==> config.mk <==
export PLATFORM = sky130hd
export DESIGN_NAME = clk_en_sched
export DESIGN_NICKNAME = d
export VERILOG_FILES = /design/src/rtl/clk_en_sched_pkg.sv /design/src/rtl/clk_en_sched_tick_counter.sv /design/src/rtl/clk_en_sched.sv
export SDC_FILE = /design/constraint.sdc
export NUM_CORES = 1
export LEC_CHECK = 0
export ABC_CLOCK_PERIOD_IN_PS = 4600
export BUFFER_PORTS_ARGS = -buffer_cell sky130_fd_sc_hd__buf_4
export CORE_MARGIN = 4
export CORE_UTILIZATION = 50
export CTS_CLUSTER_DIAMETER = 60
export DETAILED_ROUTE_END_ITERATION = 8
export PLACE_DENSITY = 0.73
export REMOVE_ABC_BUFFERS = 1
export SETUP_SLACK_MARGIN = 0.3
export SYNTH_ARGS = -nofsm -noshare
export SYNTH_HDL_FRONTEND = slang
export SYNTH_HIERARCHICAL = 1
export SYNTH_SLANG_ARGS = --single-unit
==> constraint.sdc <==
create_clock -name clk_i -period 4.6 [get_ports clk_i]
set_clock_uncertainty 0.1 [all_clocks]
set_input_delay 0.23 -clock clk_i [delete_from_list [all_inputs] [get_ports clk_i]]
set_output_delay 0.23 -clock clk_i [all_outputs]
set_load 0.05 [all_outputs]
==> src/rtl/clk_en_sched_pkg.sv <==
// Shared encodings and defaults for the run/step/hold tick scheduler.
package clk_en_sched_pkg;

  localparam int unsigned CntWDefault = 26;
  localparam int unsigned DivDefault  = 50000000;

  // Encoding is visible on the State debug/LED output, so values are fixed.
  typedef enum logic [1:0] {
    StHold   = 2'd0,
    StRun    = 2'd1,
    StStep   = 2'd2,
    StReload = 2'd3
  } state_e;

endpackage

==> src/rtl/clk_en_sched_tick_counter.sv <==
// Divide counter: counts up to limit_i, flags terminal count and wraps to zero.
module clk_en_sched_tick_counter
  import clk_en_sched_pkg::*;
#(
  parameter int unsigned CNT_W = CntWDefault
) (
  input  logic             clk_i,
  input  logic             rst_ni,
  input  logic             clear_i,
  input  logic             en_i,
  input  logic [CNT_W-1:0] limit_i,
  output logic             tc_o,
  output logic [CNT_W-1:0] cnt_o
);

  logic [CNT_W-1:0] cnt_q, cnt_d;

  assign tc_o  = (cnt_q == limit_i);
  assign cnt_o = cnt_q;

  always_comb begin
    cnt_d = cnt_q;
    if (clear_i) begin
      cnt_d = '0;
    end else if (en_i) begin
      cnt_d = tc_o ? '0 : cnt_q + CNT_W'(1);
    end
  end

  always_ff @(posedge clk_i or negedge rst_ni) begin
    if (!rst_ni) begin
      cnt_q <= '0;
    end else begin
      cnt_q <= cnt_d;
    end
  end

endmodule

==> src/rtl/clk_en_sched.sv <==
// Run/step/hold controller producing a tick enable and a toggling slow clock,
// with divisor reloads that only commit on a tick boundary or from hold.
module clk_en_sched
  import clk_en_sched_pkg::*;
#(
  parameter int unsigned CNT_W       = CntWDefault,
  parameter int unsigned DIV_DEFAULT = DivDefault
) (
  input  logic             clk_i,
  input  logic             rst_ni,
  input  logic             run_i,
  input  logic             step_req_i,
  input  logic             div_load_i,
  input  logic [CNT_W-1:0] div_in_i,
  output logic             div_ack_o,
  output logic             busy_o,
  output logic             tick_en_o,
  output logic             clk_out_o,
  output logic [1:0]       state_o
);

  localparam logic [CNT_W-1:0] DivRst = CNT_W'(DIV_DEFAULT);
  localparam logic [CNT_W-1:0] DivMin = CNT_W'(1);

  state_e           state_q, state_d;
  logic             step_q;
  logic             busy_q, busy_d;
  logic [CNT_W-1:0] pend_q, pend_d;
  logic [CNT_W-1:0] div_q, div_d;
  logic             tick_en_q, clk_out_q, div_ack_q;

  logic             step_edge;
  logic             fire, commit;
  logic             cnt_clr, cnt_en, tc;
  logic [CNT_W-1:0] cnt;

  assign step_edge = step_req_i & ~step_q;

  clk_en_sched_tick_counter #(
    .CNT_W(CNT_W)
  ) u_tick_counter (
    .clk_i  (clk_i),
    .rst_ni (rst_ni),
    .clear_i(cnt_clr),
    .en_i   (cnt_en),
    .limit_i(div_q),
    .tc_o   (tc),
    .cnt_o  (cnt)
  );

  always_comb begin
    state_d = state_q;
    fire    = 1'b0;
    commit  = 1'b0;
    cnt_clr = 1'b0;
    cnt_en  = 1'b0;
    unique case (state_q)
      StHold: begin
        cnt_clr = 1'b1;
        if (busy_q) begin
          state_d = StReload;
        end else if (run_i) begin
          state_d = StRun;
        end else if (step_edge) begin
          state_d = StStep;
        end
      end
      StReload: begin
        commit  = 1'b1;
        cnt_clr = 1'b1;
        state_d = StHold;
      end
      StRun: begin
        cnt_en = 1'b1;
        if (tc) begin
          fire   = 1'b1;
          commit = busy_q;
        end
        // A terminal count on the same cycle as Run dropping still ticks.
        if (!run_i) begin
          cnt_clr = 1'b1;
          state_d = StHold;
        end
      end
      StStep: begin
        fire    = 1'b1;
        state_d = StHold;
      end
      default: state_d = StHold;
    endcase
  end

  // A load on a commit cycle: the old pending value commits, the new one stays pending.
  always_comb begin
    busy_d = busy_q;
    pend_d = pend_q;
    div_d  = div_q;
    if (commit) begin
      div_d  = pend_q;
      busy_d = 1'b0;
    end
    if (div_load_i) begin
      pend_d = (div_in_i == '0) ? DivMin : div_in_i;
      busy_d = 1'b1;
    end
  end

  always_ff @(posedge clk_i or negedge rst_ni) begin
    if (!rst_ni) begin
      state_q   <= StHold;
      step_q    <= 1'b0;
      busy_q    <= 1'b0;
      pend_q    <= DivRst;
      div_q     <= DivRst;
      tick_en_q <= 1'b0;
      clk_out_q <= 1'b0;
      div_ack_q <= 1'b0;
    end else begin
      state_q   <= state_d;
      step_q    <= step_req_i;
      busy_q    <= busy_d;
      pend_q    <= pend_d;
      div_q     <= div_d;
      tick_en_q <= fire;
      clk_out_q <= clk_out_q ^ fire;
      div_ack_q <= commit;
    end
  end

  assign tick_en_o = tick_en_q;
  assign clk_out_o = clk_out_q;
  assign div_ack_o = div_ack_q;
  assign busy_o    = busy_q;
  assign state_o   = state_q;

  cnt_le_div_a: assert property (@(posedge clk_i) disable iff (!rst_ni) cnt <= div_q);

endmodule

# ---- Word-level counts from Yosys, hierarchy flattened
# Cells that the tools add are included.
dict set report totals {
  register_bits 85
  in_bits 31
  output_inout_bits 6
  wordCells 44
}
dict set report op_classes {
  n_addsub 1
  eq_ne 6
  n_mux 18
  bitwise_logic 3
  n_reduce_logical 7
}
# cell n
set ops {}
lappend ops {{2-to-1 mux 26 bit} 4}
lappend ops {{adder 26 x 1 -> 26 bit, second input constant} 1}
lappend ops {{== test 26 bit} 1}
lappend ops {{logical NOT 26 bit} 1}
lappend ops {{2-to-1 mux 2 bit} 4}
lappend ops {{2-to-1 mux 1 bit} 6}
lappend ops {{case mux 1 bit (2 select lines)} 3}
lappend ops {{case mux 2 bit (3 select lines)} 1}
lappend ops {{== test 2 bit, second input constant} 2}
lappend ops {{inequality test 4 bit, second input constant} 1}
lappend ops {{nonzero test 2 bit} 2}
lappend ops {{OR reduction 2 bit} 2}
lappend ops {{== test 2 x 1 -> 1 bit, second input constant} 1}
lappend ops {{logical NOT 2 bit} 1}
lappend ops {{inequality test 2 bit, second input constant} 1}
lappend ops {{AND reduction 2 bit} 1}
lappend ops {{AND 1 bit} 1}
lappend ops {{NOT 1 bit} 1}
lappend ops {{bitwise XOR 1 bit} 1}

# ---- Logic depth before layout (Yosys ltp)
# Gate-level depths: netlist of run 1.
dict set report logic_depth {
  depth_word 6
  ltp_mapped 9
  ltp_nobuf 9
}

# ---- Hierarchy
# The synthesis of run 1 kept the hierarchy.
# mod n_inst cells_per_inst area_each_um2 seq_area_each_um2
set by_module_without_submodules {}
lappend by_module_without_submodules {clk_en_sched 1 150 2397.3 1506.4}
lappend by_module_without_submodules {clk_en_sched_tick_counter 1 168 1617.8 650.6}

# ---- Worst setup path before layout of run 1
# Ideal clock, no wire load.
dict set report synth_path {
  kind {register -> register}
  start {reg state_q[0], in the netlist state_o[0]}
  end {reg u_tick_counter.cnt_q[24], in the netlist u_tick_counter/cnt_o[24]}
  setup_ps 78
  arrival_time_ps 2549
  t_required_ps 4422
  slack_ps 1874
  path_stages_with_launch 9
  n_path_buf 0
  period_less_slack_ps 2726
  cell_sequence {dfrtp_1 -> inv_1 -> ha_1 -> a21oi_1 -> o2111ai_1 -> nor2_2 -> nand3_1 -> or3_1 -> a21oi_1}
}
dict set report synth_between {
  elab_chain_len 4
  word_cells_on_any_way 8
  classes_between {eq/ne (2); mux (3); reduce/logical (3)}
}
# element line_no
set synth_lines {}
lappend synth_lines {{start: declaration} clk_en_sched.sv:25} ;# state_e state_q, state_d;
lappend synth_lines {{start signal: assignment} clk_en_sched.sv:110} ;# state_q <= StHold;
lappend synth_lines {{start signal: assignment} clk_en_sched.sv:119} ;# state_q <= state_d;
lappend synth_lines {{== test 2 bit or logical NOT 2 bit (tied branches)} clk_en_sched.sv:57} ;# unique case (state_q)
lappend synth_lines {{OR reduction 2 bit (no source line)} --}
lappend synth_lines {{case mux 1 bit (2 select lines) *} clk_en_sched.sv:57}
lappend synth_lines {{named net cnt_clr} clk_en_sched.sv:34} ;# logic cnt_clr, cnt_en, tc;
lappend synth_lines {{2-to-1 mux 26 bit or nonzero test 2 bit (tied branches)} --}
lappend synth_lines {{end signal: assignment} clk_en_sched_tick_counter.sv:34} ;# cnt_q <= cnt_d;
lappend synth_lines {{end: declaration} clk_en_sched_tick_counter.sv:16} ;# logic [CNT_W-1:0] cnt_q, cnt_d;
# The timed path passes the listed nets; every way through them passes the cells marked *.
# A chain may end at the register's enable or synchronous reset.

# ---- Worst setup path after layout of run 1
dict set report layout_path {
  start {reg u_tick_counter.cnt_q[22], in the netlist u_tick_counter/cnt_o[22]}
  end {reg div_q[18]}
}
dict set report layout_between {
  elab_chain_len 3
}
# element line_no
set layout_lines {}
lappend layout_lines {{== test 26 bit} clk_en_sched_tick_counter.sv:18} ;# assign tc_o = (cnt_q == limit_i);
lappend layout_lines {{named net tc} clk_en_sched.sv:34}
lappend layout_lines {{2-to-1 mux 1 bit} clk_en_sched.sv:75} ;# if (tc) begin
lappend layout_lines {{case mux 1 bit (2 select lines)} clk_en_sched.sv:57}
lappend layout_lines {{end signal: assignment} clk_en_sched.sv:114} ;# div_q <= DivRst;
lappend layout_lines {{end signal: assignment} clk_en_sched.sv:123} ;# div_q <= div_d;
lappend layout_lines {{end: declaration} clk_en_sched.sv:29} ;# logic [CNT_W-1:0] div_q, div_d;
# The timed path passes the listed nets, and every way through them passes these cells.

==> results of run 1 <==
-- layout make-up --
cell class	instances	area, um2	share of cell area [%]
sequential	85	2160	46.2
clock inverter	6	93.8	2.01
clock buffer	10	128	2.73
multi-input combinational	216	1740	37.4
timing repair buffer	48	390	8.36
inverter	7	26.3	0.563
tap	102	128	2.73
-- cell usage in the layout (no fill, tap or decap), drive strengths merged, types with 4 or more instances in the layout --
cell type,instances
o21ai,5
nand2,11
ha,7
inv,9
nor2,25
and3,6
xnor2,4
and4,4
nand4,7
mux2,52
nor4,11
nand3,15
xor2,44
dfstp,24
dfrtp,61
clkbuf,10
dlygate4sd3,12
buf,36
-- stage by stage --
stage / utilization, % / power, mW
after floorplan: - / 1.64
after global placement: 55.7 / 1.84
after detailed placement: 55.7 / 1.87
after CTS: 59.6 / 2.47
after global routing: 60.1 / 2.59
final: 60.1 / 2.45
-- critical path: cells and delay by family, from the launching register on --
family	cells	cell delay, ns
simple gates	3	1.20
compound gates	1	0.64
mux	1	0.47
flops	1	0.45
xor+xnor	1	0.18
-- cell families after synthesis --
group           after synthesis
buf+inv                      17
compound gates               18
flops                        85
simple gates                 88
xor+xnor                     48
fa+ha+maj                     7
mux                          55
-- worst max path at each step --
| stage | slack (ns) | cells after the start | endpoint | start |
|---|---|---|---|---|
| 2_1_floorplan | 1.87 | 8 | u_tick_counter/cnt_o[24] | state_o[0] |
| 3_3_place_gp | 1.53 | 6 | div_q[18] | u_tick_counter/cnt_o[22] |
| 3_5_place_dp | 1.49 | 6 | div_q[6] | u_tick_counter/cnt_o[22] |
| 4_1_cts | 1.45 | 6 | div_q[2] | u_tick_counter/cnt_o[22] |
| 5_1_grt | 1.23 | 6 | div_q[6] | u_tick_counter/cnt_o[6] |
| 6_report | 1.43 | 6 | div_q[18] | u_tick_counter/cnt_o[22] |
-- power groups by stage --
stage | logic [mW] | registers, mW | clock network [mW]
after CTS | 0.755 | 1.11 | 0.598
after global routing | 0.814 | 1.14 | 0.634
after detailed placement | 0.743 | 1.13 | 0
after global placement | 0.721 | 1.12 | 0
final | 0.754 | 1.11 | 0.587
after floorplan | 0.482 | 1.16 | 0
-- routing by layer --
metal / track usage, % / share of wire (%) / wire length, um / vias up
met1: 23.4 / 48 / 3650 / 1302
met4: 5.43 / 0.95 / 73 / 0
met3: 3.23 / 3.4 / 257 / 8
met2: 25.4 / 48 / 3680 / 57
li1: - / - / - / 1213
met5: 0 / 0 / 0 / -
-- state kept, by name, indices dropped and copies added (netlist names) --
| register | flops |
|---|---|
| step_q | 1 |
| pend_q | 26 |
| state_o | 2 |
| busy_o | 1 |
| u_tick_counter/cnt_o | 26 |
| clk_out_o | 1 |
| div_q | 26 |
| div_ack_o | 1 |
| tick_en_o | 1 |
==> results.toml, run 1 <==
[worst_setup_path]
cp.required_ns = 4.73
critical_path_class = "reg2reg"
worst_path_largest_cell_delay_ns = 0.69
r2r-start = "u_tick_counter/cnt_o[22]"
ff2ff_setup_slack_ns = 1.43
startpoint_type = "flip-flop"
path_cells = "xor2_1 > nor4_1 > nand3_1 > nor3_1 > a41oi_4 > mux2_2"
crit_slowest_cell = "nor3_1"
cp_max_fo = 28
r2r-end = "div_q[18]"
crit_path_end_kind = "flip-flop"
cp.arrival_ns = 3.30
r2r_cells = 6

[die]
io_pins = 37
start_util_pct = 51.7
die-width_um = 97.6
die_area_um2 = 9530
core_area_um2 = 7770
row_count = 32
die_y_um = 97.6

[logic_synthesis]
synth_seq_area_share_pct = 53.7
netlist_top_cells_area = "dfrtp_1 38%, dfstp_2 16%, mux2_2 14%, xor2_1 9.6%, nor2_1 2.2%"
synthMuxAreaShare_pct = 15.4
avgSynthCellArea_um2 = 12.6
synth_top_family_by_area = "multiplexers"
yosys.area_share.simple_pct = 11.3
synthAdderAreaFrac_pct = 2.18
synth_top_area_share_pct = 38.0
syn_inst = 318
synthXorXnorAreaFrac_pct = 10.5
async_reset_ff_share_pct = 100
ys_ff_latch = 85
synth.top_cells.by_count = "61 x dfrtp_1, 51 x mux2_2, 44 x xor2_1"
synth_edf_count = 0
synth.most_common_cell = "dfrtp_1"
ys_types = 37
synth-compound-area-share_pct = 4.02
synth.yosys.warnings = 6
synthFlopType = "dfrtp_1"
synth_top_cell_by_area = "dfrtp_1"
syn-cell-area_um2 = 4020

[detailed_routing]
drcViolationCount = 0
via_per_inst = 5.44
vias = 2580
first_iter_violations = 119
wl_um = 7660
avgRoutedWirePerCell_um = 16.2
drt_first_pass_iters = 4
ant_nets = 0

[cells_and_area]
drive_gt1_share_pct = 35.5
fillCellCount = 665
stdcell_area_um2 = 4670
fin_nets = 405
finalNonFillerCells = 474
area_delta_synth_final_pct = 16.2
antennaDiodeCount = 0

[global_route]
grt.overflow.total = 0
antenna_found_initial = 0
grt_pass1_vias = 2502
grt_usage_pct = 16.5
grt_pass1_wl_um = 12500
grt_max_degree = 86

[pwr]
power.switching_mw = 0.835
power_density_nw_per_um2 = 526
ir_drop_uv = 307
swShare_pct = 34.0
intPower_mw = 1.62
p_leak_nw = 2.09
power_frac_seq_pct = 45.4
p_comb_share_pct = 30.7
power_frac_clock_pct = 23.9

[sta]
fin_setup_tns_ns = 0
finalHoldViolations = 0
fmax_mhz = 316
finalSetupViolCount = 0
drv_slew = 0
fin_crit_sh_pct = 68.8
slew_headroom_pct = 22.7
rsz0062_at_grt = "no"
fin_crit_ns = 3.17
worst_slew_pin_slew_ns = 1.16
fin_ws_ns = 1.43
holdWs_ns = 0.0180

[clocking]
clk_path_buf_depth = 2
post-cts-setup-buffer-count = 0
cts-root-buf = "clkbuf_8"
clk_pin_slew_ns = 0.09
cts_resized = 0
clkSinkCount = 85
cts_tree = "built"
h-tree-depth = 3
insertion_delay_ns = 0.35
cts.hold.buffers_added = 8
cts_buffers = 9

[status]
outcome = "finished, final reports clean"

[min_path]
min_path_cells = 2
min_to = "pend_q[25]"
hp-start = "div_in_i[25]"
hold_path.class = "in2reg"

[placed_design]
dp_slack_ns = 1.49
place.gp.congestion = 0.784
portBuffers = 36
numPlacedInstances = 446
place_area_um2 = 4330
hpwl_um = 5360

[flow_run]
max_cap_violations = 0
No activity file was read; power rests on OpenSTA's default activity.
==> run 2, diff against run 1 <==
--- a/config.mk
+++ b/config.mk
@@ -5,13 +5,14 @@
 export SDC_FILE = /design/constraint.sdc
 export NUM_CORES = 1
 export LEC_CHECK = 0
-export ABC_CLOCK_PERIOD_IN_PS = 4600
+export ABC_AREA = 1
+export ABC_CLOCK_PERIOD_IN_PS = 2600
 export BUFFER_PORTS_ARGS = -buffer_cell sky130_fd_sc_hd__buf_4
 export CORE_MARGIN = 4
 export CORE_UTILIZATION = 50
 export CTS_CLUSTER_DIAMETER = 60
 export DETAILED_ROUTE_END_ITERATION = 8
-export PLACE_DENSITY = 0.73
+export PLACE_DENSITY = 0.75
 export REMOVE_ABC_BUFFERS = 1
 export SETUP_SLACK_MARGIN = 0.3
 export SYNTH_ARGS = -nofsm -noshare
==> constraint.sdc (replaced) <==
create_clock -name clk_i -period 2.6 [get_ports clk_i]
set_clock_uncertainty 0.1 [all_clocks]
set_input_delay 0.13 -clock clk_i [delete_from_list [all_inputs] [get_ports clk_i]]
set_output_delay 0.13 -clock clk_i [all_outputs]
set_load 0.05 [all_outputs]
==> run 2 against run 1 <==
Effect of this change: global-route usage is 2.9 points higher; clock power is 63% higher; hold slack better by 0.065 ns; clock-buffer cell count stayed put; cell count is 59% higher; largest power group is now combinational logic; sequential share of layout area is 7.9 points lower; combinational power grew to 2.9 times the previous value; sequential power is 77% higher; setup slack worse by 1.0 ns.
==> results.toml, run 2 <==
[status]
outcome = "finished, final reports clean"

[worst_setup_path]
startpoint_type = "flip-flop"
cp_max_fo = 8
ff2ff_setup_slack_ns = 0.42
worst_path_largest_cell_delay_ns = 0.54
r2r-end = "div_q[20]"
cp.arrival_ns = 2.37
r2r-start = "div_q[21]"
crit_slowest_cell = "dfstp_2"
critical_path_class = "reg2reg"
cp.required_ns = 2.79
path_cells = "inv_1 > nand2_1 > nand2_1 > nor2_2 > nand2_1 > nor2_2 > nand3_4 > inv_1 > nand2_1 > o21bai_4 > buf_12 > buf_4 > buf_6 > a21oi_2"
r2r_cells = 14
crit_path_end_kind = "flip-flop"
cp_common_cell = "nand2_1"

[min_path]
hp-start = "div_load_i"
min_path_cells = 3
hold_path.class = "in2reg"
min_to = "pend_q[25]"

[cells_and_area]
fin_nets = 679
area_delta_synth_final_pct = 20.9
final_cell_mix = "139 x nand2_1, 86 x nor2_1, 61 x inv_1"
stdcell_area_um2 = 5630
antennaDiodeCount = 0
fillCellCount = 718
drive_gt1_share_pct = 24.8
final_common_cell = "nand2_1"

[sta]
fmax_mhz = 459
fin_crit_sh_pct = 83.8
rsz0062_at_grt = "no"
drv_slew = 0
slew_headroom_pct = 32.5
fin_crit_ns = 2.18
finalHoldViolations = 0
finalSetupViolCount = 0
worst_slew_pin_slew_ns = 1.01

[global_route]
grt.overflow.total = 0
grt_usage_pct = 19.4
grt_pass1_wl_um = 17300
met3_usage_pct = 4.16
grt_pass1_vias = 3738
top_usage_layer = "met2"
grt_util_met2_pct = 32.1
grt_max_degree = 81
gr-usage-met1_pct = 25.1
antenna_found_initial = 0

[pwr]
power_frac_clock_pct = 18.6
swShare_pct = 41.7
power_density_nw_per_um2 = 910
power.switching_mw = 2.13
power_frac_seq_pct = 38.2
p_comb_share_pct = 43.2
intPower_mw = 2.99
p_leak_nw = 2.56
ir_drop_uv = 426
finalPower_mw = 5.12

[flow_run]
max_cap_violations = 0

[logic_synthesis]
netlist_top_cells_area = "dfrtp_1 33%, dfstp_2 14%, nand2_1 11%, a21oi_2 7.3%, nor2_1 7.2%"
synth.top_cells.by_count = "140 x nand2_1, 89 x nor2_1, 62 x inv_1"
syn_inst = 567
synth_top_cell_by_area = "dfrtp_1"
synth.most_common_cell = "nand2_1"
synth_seq_area_share_pct = 46.3
synthFlopType = "dfrtp_1"
avgSynthCellArea_um2 = 8.21
synth_top_area_share_pct = 32.8
synth.yosys.warnings = 6
async_reset_ff_share_pct = 100
ys_types = 32
syn-cell-area_um2 = 4660
ys_ff_latch = 85
synth_edf_count = 0

[die]
core_area_um2 = 8890
die_area_um2 = 10900
start_util_pct = 52.4
io_pins = 37
die-width_um = 105
row_count = 34
die_y_um = 105

[clocking]
h-tree-depth = 3
cts_buffers = 9
clk_path_buf_depth = 2
cts_tree = "built"
insertion_delay_ns = 0.36
clk_pin_slew_ns = 0.08
cts-root-buf = "clkbuf_8"
clkSinkCount = 85

[detailed_routing]
ant_nets = 0
vias = 3821
avgRoutedWirePerCell_um = 14.2
via_per_inst = 5.07
wl_um = 10700
first_iter_violations = 183
drt_first_pass_iters = 5
drcViolationCount = 0

[placed_design]
hpwl_um = 6900
place.gp.congestion = 0.975
place_area_um2 = 4970
portBuffers = 36
-- run 2: cell count changes after synthesis, moves of 5 or more --
cell      delta
nand2_1    +129
nor2_1      +65
inv_1       +55
mux2_2      -51
a21oi_2     +39
o21ai_0     +29
xor2_1      -15
inv_2       +10
nor4_1      -10
and3_1       -5
clkbuf_1     +5
nor2_2       +5
-- run 2: layout make-up --
cell class	count	area (um2)	area share (%)
inverters	72	270	4.80
clock buffers	10	138	2.44
multi-input cells	393	2090	37.2
flip-flops and latches	85	2160	38.4
repair buffers	80	771	13.7
well taps	108	135	2.40
clock inverters	6	62.6	1.11
-- run 2: worst max path at each step --
stage | start | to | slack (ns) | cells after the start
finish | div_q[21] | div_q[20] | 0.42 | 14
global route | div_q[21] | div_q[23] | 0.29 | 14
CTS | state_o[0] | u_tick_counter/cnt_o[14] | 0.30 | 11
detailed placement | state_o[0] | u_tick_counter/cnt_o[19] | 0.28 | 9
global placement | state_o[0] | u_tick_counter/cnt_o[19] | 0.33 | 9
floorplan | state_o[0] | u_tick_counter/cnt_o[20] | -0.72 | 10
-- run 2: critical path: cells and delay by family, from the launching register on --
kind                   cells  cell delay [ns]
AOI/OAI and AO/OA          2             0.25
buffers and inverters      5             0.52
DFF                        1             0.54
and+or+nand+nor            7             0.69
-- run 2: through the flow --
step | util (%) | cells | hold slack [ns] | setup WS, ns | setup TNS (ns)
after floorplan | - | 550 | -0.266 | -0.718 | -21.02
after global placement | 55.9 | 701 | 0.150 | 0.326 | 0
after detailed placement | 55.9 | 701 | 0.149 | 0.275 | 0
after CTS | 61.5 | 746 | 0.0675 | 0.300 | 0
after global routing | 63.3 | 754 | 0.100 | 0.287 | 0
final | 63.3 | 754 | 0.0833 | 0.421 | 0
-- run 2: layer usage --
metal  part of all wire (%)  routed length (um)  vias to the layer above
li1                       -                   -                     1918
met1                     44                4750                     1787
met2                     49                5210                       90
met3                    4.6                 489                       26
met4                    2.5                 265                        0
met5                      0                   0                        -
-- run 2: power groups by stage --
stage	Combinational (mW)	Sequential (mW)	Clock, mW
final	2.21	1.96	0.954
after global routing	2.40	2.00	1.03
after CTS	1.97	1.95	0.978
after detailed placement	1.91	1.97	0
after global placement	1.88	1.97	0
after floorplan	1.22	2.05	0
-- run 2: cells by family after synthesis --
logic type               Yosys count  share of synthesized area, %
AND/OR/NAND/NOR                  271                          24.2
buffers and inverters             89                          9.32
flip-flops                        85                          46.3
AO/OA/AOI/OAI                     84                          12.4
XOR/XNOR                          31                          5.83
adder cells (fa/ha/maj)            7                          1.88
-- run 2: repair_timing --
item,4_1_cts,5_1_grt
pin swaps,0,6
setup buffers,0,4
hold endpoints to repair,89,0
cloned,0,4
endpoints found under the setup margin,8,49
resized for setup,1,12
hold buffers,29,0
==> run 3, diff against run 2 <==
--- a/config.mk
+++ b/config.mk
@@ -6,7 +6,7 @@
 export NUM_CORES = 1
 export LEC_CHECK = 0
 export ABC_AREA = 1
-export ABC_CLOCK_PERIOD_IN_PS = 2600
+export ABC_CLOCK_PERIOD_IN_PS = 1900
 export BUFFER_PORTS_ARGS = -buffer_cell sky130_fd_sc_hd__buf_4
 export CORE_MARGIN = 4
 export CORE_UTILIZATION = 50
==> constraint.sdc (replaced) <==
create_clock -name clk_i -period 1.9 [get_ports clk_i]
set_clock_uncertainty 0.1 [all_clocks]
set_input_delay 0.095 -clock clk_i [delete_from_list [all_inputs] [get_ports clk_i]]
set_output_delay 0.095 -clock clk_i [all_outputs]
set_load 0.05 [all_outputs]
==> run 3 against run 2 <==
Effect of this change: the run now ends with setup timing left; flip-flop and latch count did not move; setup slack got worse by 0.75 ns; non-clock buffer count rose by 69; first-iteration DRC count rose by 41%; die area did not move; utilization rose by 11 points; clock power rose by 36%; maximum frequency fell by 2.0%; critical path depth fell by 2.
==> results.toml, run 3 (same netlist as run 2, synthesis figures left out) <==
[cells_and_area]
final_cell_mix = "129 x nand2_1, 94 x buf_4, 61 x dfrtp_1"
fin_nets = 748
fillCellCount = 600
area_delta_synth_final_pct = 41.5
multi_input_comb_area_um2 = 2390
final_common_cell = "nand2_1"
seqCellArea_um2 = 2160
finalNonFillerCells = 823
drive_gt1_share_pct = 39.6
final_util_pct = 74.1
antennaDiodeCount = 0

[global_route]
grt_max_degree = 51
grt_usage_pct = 23.1
antenna_found_initial = 0
grt_pass1_vias = 4298
grt_pass1_wl_um = 20500
grt.overflow.total = 0

[pwr]
p_leak_nw = 2.99
finalPower_mw = 9.21
ir_drop_uv = 660
power_density_nw_per_um2 = 1400

[sta]
drv_slew = 0
holdWs_ns = 0.0502
finalHoldViolations = 0
fin_crit_ns = 2.22
finalSetupViolCount = 53
fmax_mhz = 450
fin_ws_ns = -0.324
rsz0062_at_grt = "yes"
fin_crit_sh_pct = 117
worst_slew_pin_slew_ns = 0.470
slew_headroom_pct = 68.7

[detailed_routing]
wl_met2_um = 6910
drcViolationCount = 0
via_per_inst = 5.33
avgRoutedWirePerCell_um = 17.0
highest-signal-layer = "met4"
drt_first_pass_iters = 5
ant_nets = 0
met3_length_um = 822
wl_um = 14000
first_iter_violations = 258
vias = 4385
m1WireLength_um = 5710

[clocking]
cts_buffers = 9
h-tree-depth = 3
cts_tree = "built"
clk_path_buf_depth = 2
clk_pin_slew_ns = 0.11
clkSinkCount = 85
cts-root-buf = "clkbuf_8"
insertion_delay_ns = 0.37

[worst_setup_path]
cp.arrival_ns = 2.40
path_cells = "xor2_1 > nor2_1 > nand2_2 > nor2_4 > nand3_4 > inv_2 > nand2_4 > o21bai_4 > buf_6 > clkbuf_16 > nor2_4 > a21oi_2"
critical_path_class = "reg2reg"
crit_start = "div_q[7]"
r2r-start = "div_q[7]"
cp_top_family = "simple AND/OR/NAND/NOR gates"
worst_path_largest_cell_delay_ns = 0.57
crit_slowest_cell = "dfstp_2"
path_buf_inv = 3
crit_path_end_kind = "flip-flop"
startpoint_type = "flip-flop"
cp_common_cell = "nor2_4"
cp.required_ns = 2.08
cp_max_fo = 6

[die]
die_area_um2 = 10900
io_pins = 37
core_area_um2 = 8890
die_y_um = 105
die-width_um = 105
row_count = 34
start_util_pct = 52.4

[status]
outcome = "complete, but fails checks"
violations = "setup timing"

[flow_run]
max_cap_violations = 0

[min_path]
hp-start = "run_i"
hold_path.class = "in2reg"

[placed_design]
hpwl_um = 7850
portBuffers = 36
dp_slack_ns = -0.192
numPlacedInstances = 753
place.gp.congestion = 0.901
-- run 3: final timing paths --
| check | end | slack (ns) | cells past startpoint |
|---|---|---|---|
| max | div_q[10] | -0.32 | 12 |
| min | state_o[1] | 0.05 | 4 |
| max reg2reg | div_q[10] | -0.32 | 12 |
| min reg2reg | div_q[25] | 0.36 | 2 |
| max in group asynchronous | pend_q[7] | 1.00 | 3 |
| min in group asynchronous | div_q[5] | 0.08 | 2 |
-- run 3: stage by stage --
step	area (um2)	setup TNS, ns
after floorplan	4490	-57.14
after global placement	5400	-3.64
after detailed placement	5400	-4.83
after CTS	6230	-2.18
after global routing	6590	-12.67
final	6590	-10.35
-- run 3: where the power goes --
| part | leakage, nW | switching, mW | internal, mW |
|---|---|---|---|
| registers | 1.03 | 0.348 | 2.34 |
| clock network | 0.0858 | 0.691 | 0.612 |
| logic | 1.88 | 2.78 | 2.43 |
| total | 2.99 | 3.82 | 5.39 |
-- run 3: metal layers --
metal | vias up | track usage (%)
met5 | - | 0
met4 | 0 | 8.07
met3 | 48 | 3.48
met2 | 195 | 39.7
met1 | 2076 | 29.8
li1 | 2066 | -
-- run 3: layout make-up --
cell class | count | share of cell area, %
flip-flops and latches | 85 | 32.7
multi-input cells | 393 | 36.2
inverters | 72 | 4.14
clock buffers | 11 | 1.99
repair buffers | 149 | 22.0
clock inverters | 5 | 0.930
well taps | 108 | 2.05
-- run 3: what timing repair did --
| item | in CTS | in global routing |
|---|---|---|
| pin swaps | 22 | 12 |
| setup endpoints to repair | 56 | 56 |
| setup buffers | 8 | 9 |
| hold buffers | 29 | 0 |
| endpoints found under the hold margin | 97 | 0 |
| gates resized for setup | 57 | 59 |
| gates cloned | 4 | 4 |
-- run 3: worst reg2reg max path, delay by kind of cell (launching register included) --
family / cells / cell delay (ns)
simple gates: 6 / 0.64
flops: 1 / 0.57
buf+inv: 3 / 0.40
compound gates: 2 / 0.34
xor+xnor: 1 / 0.09
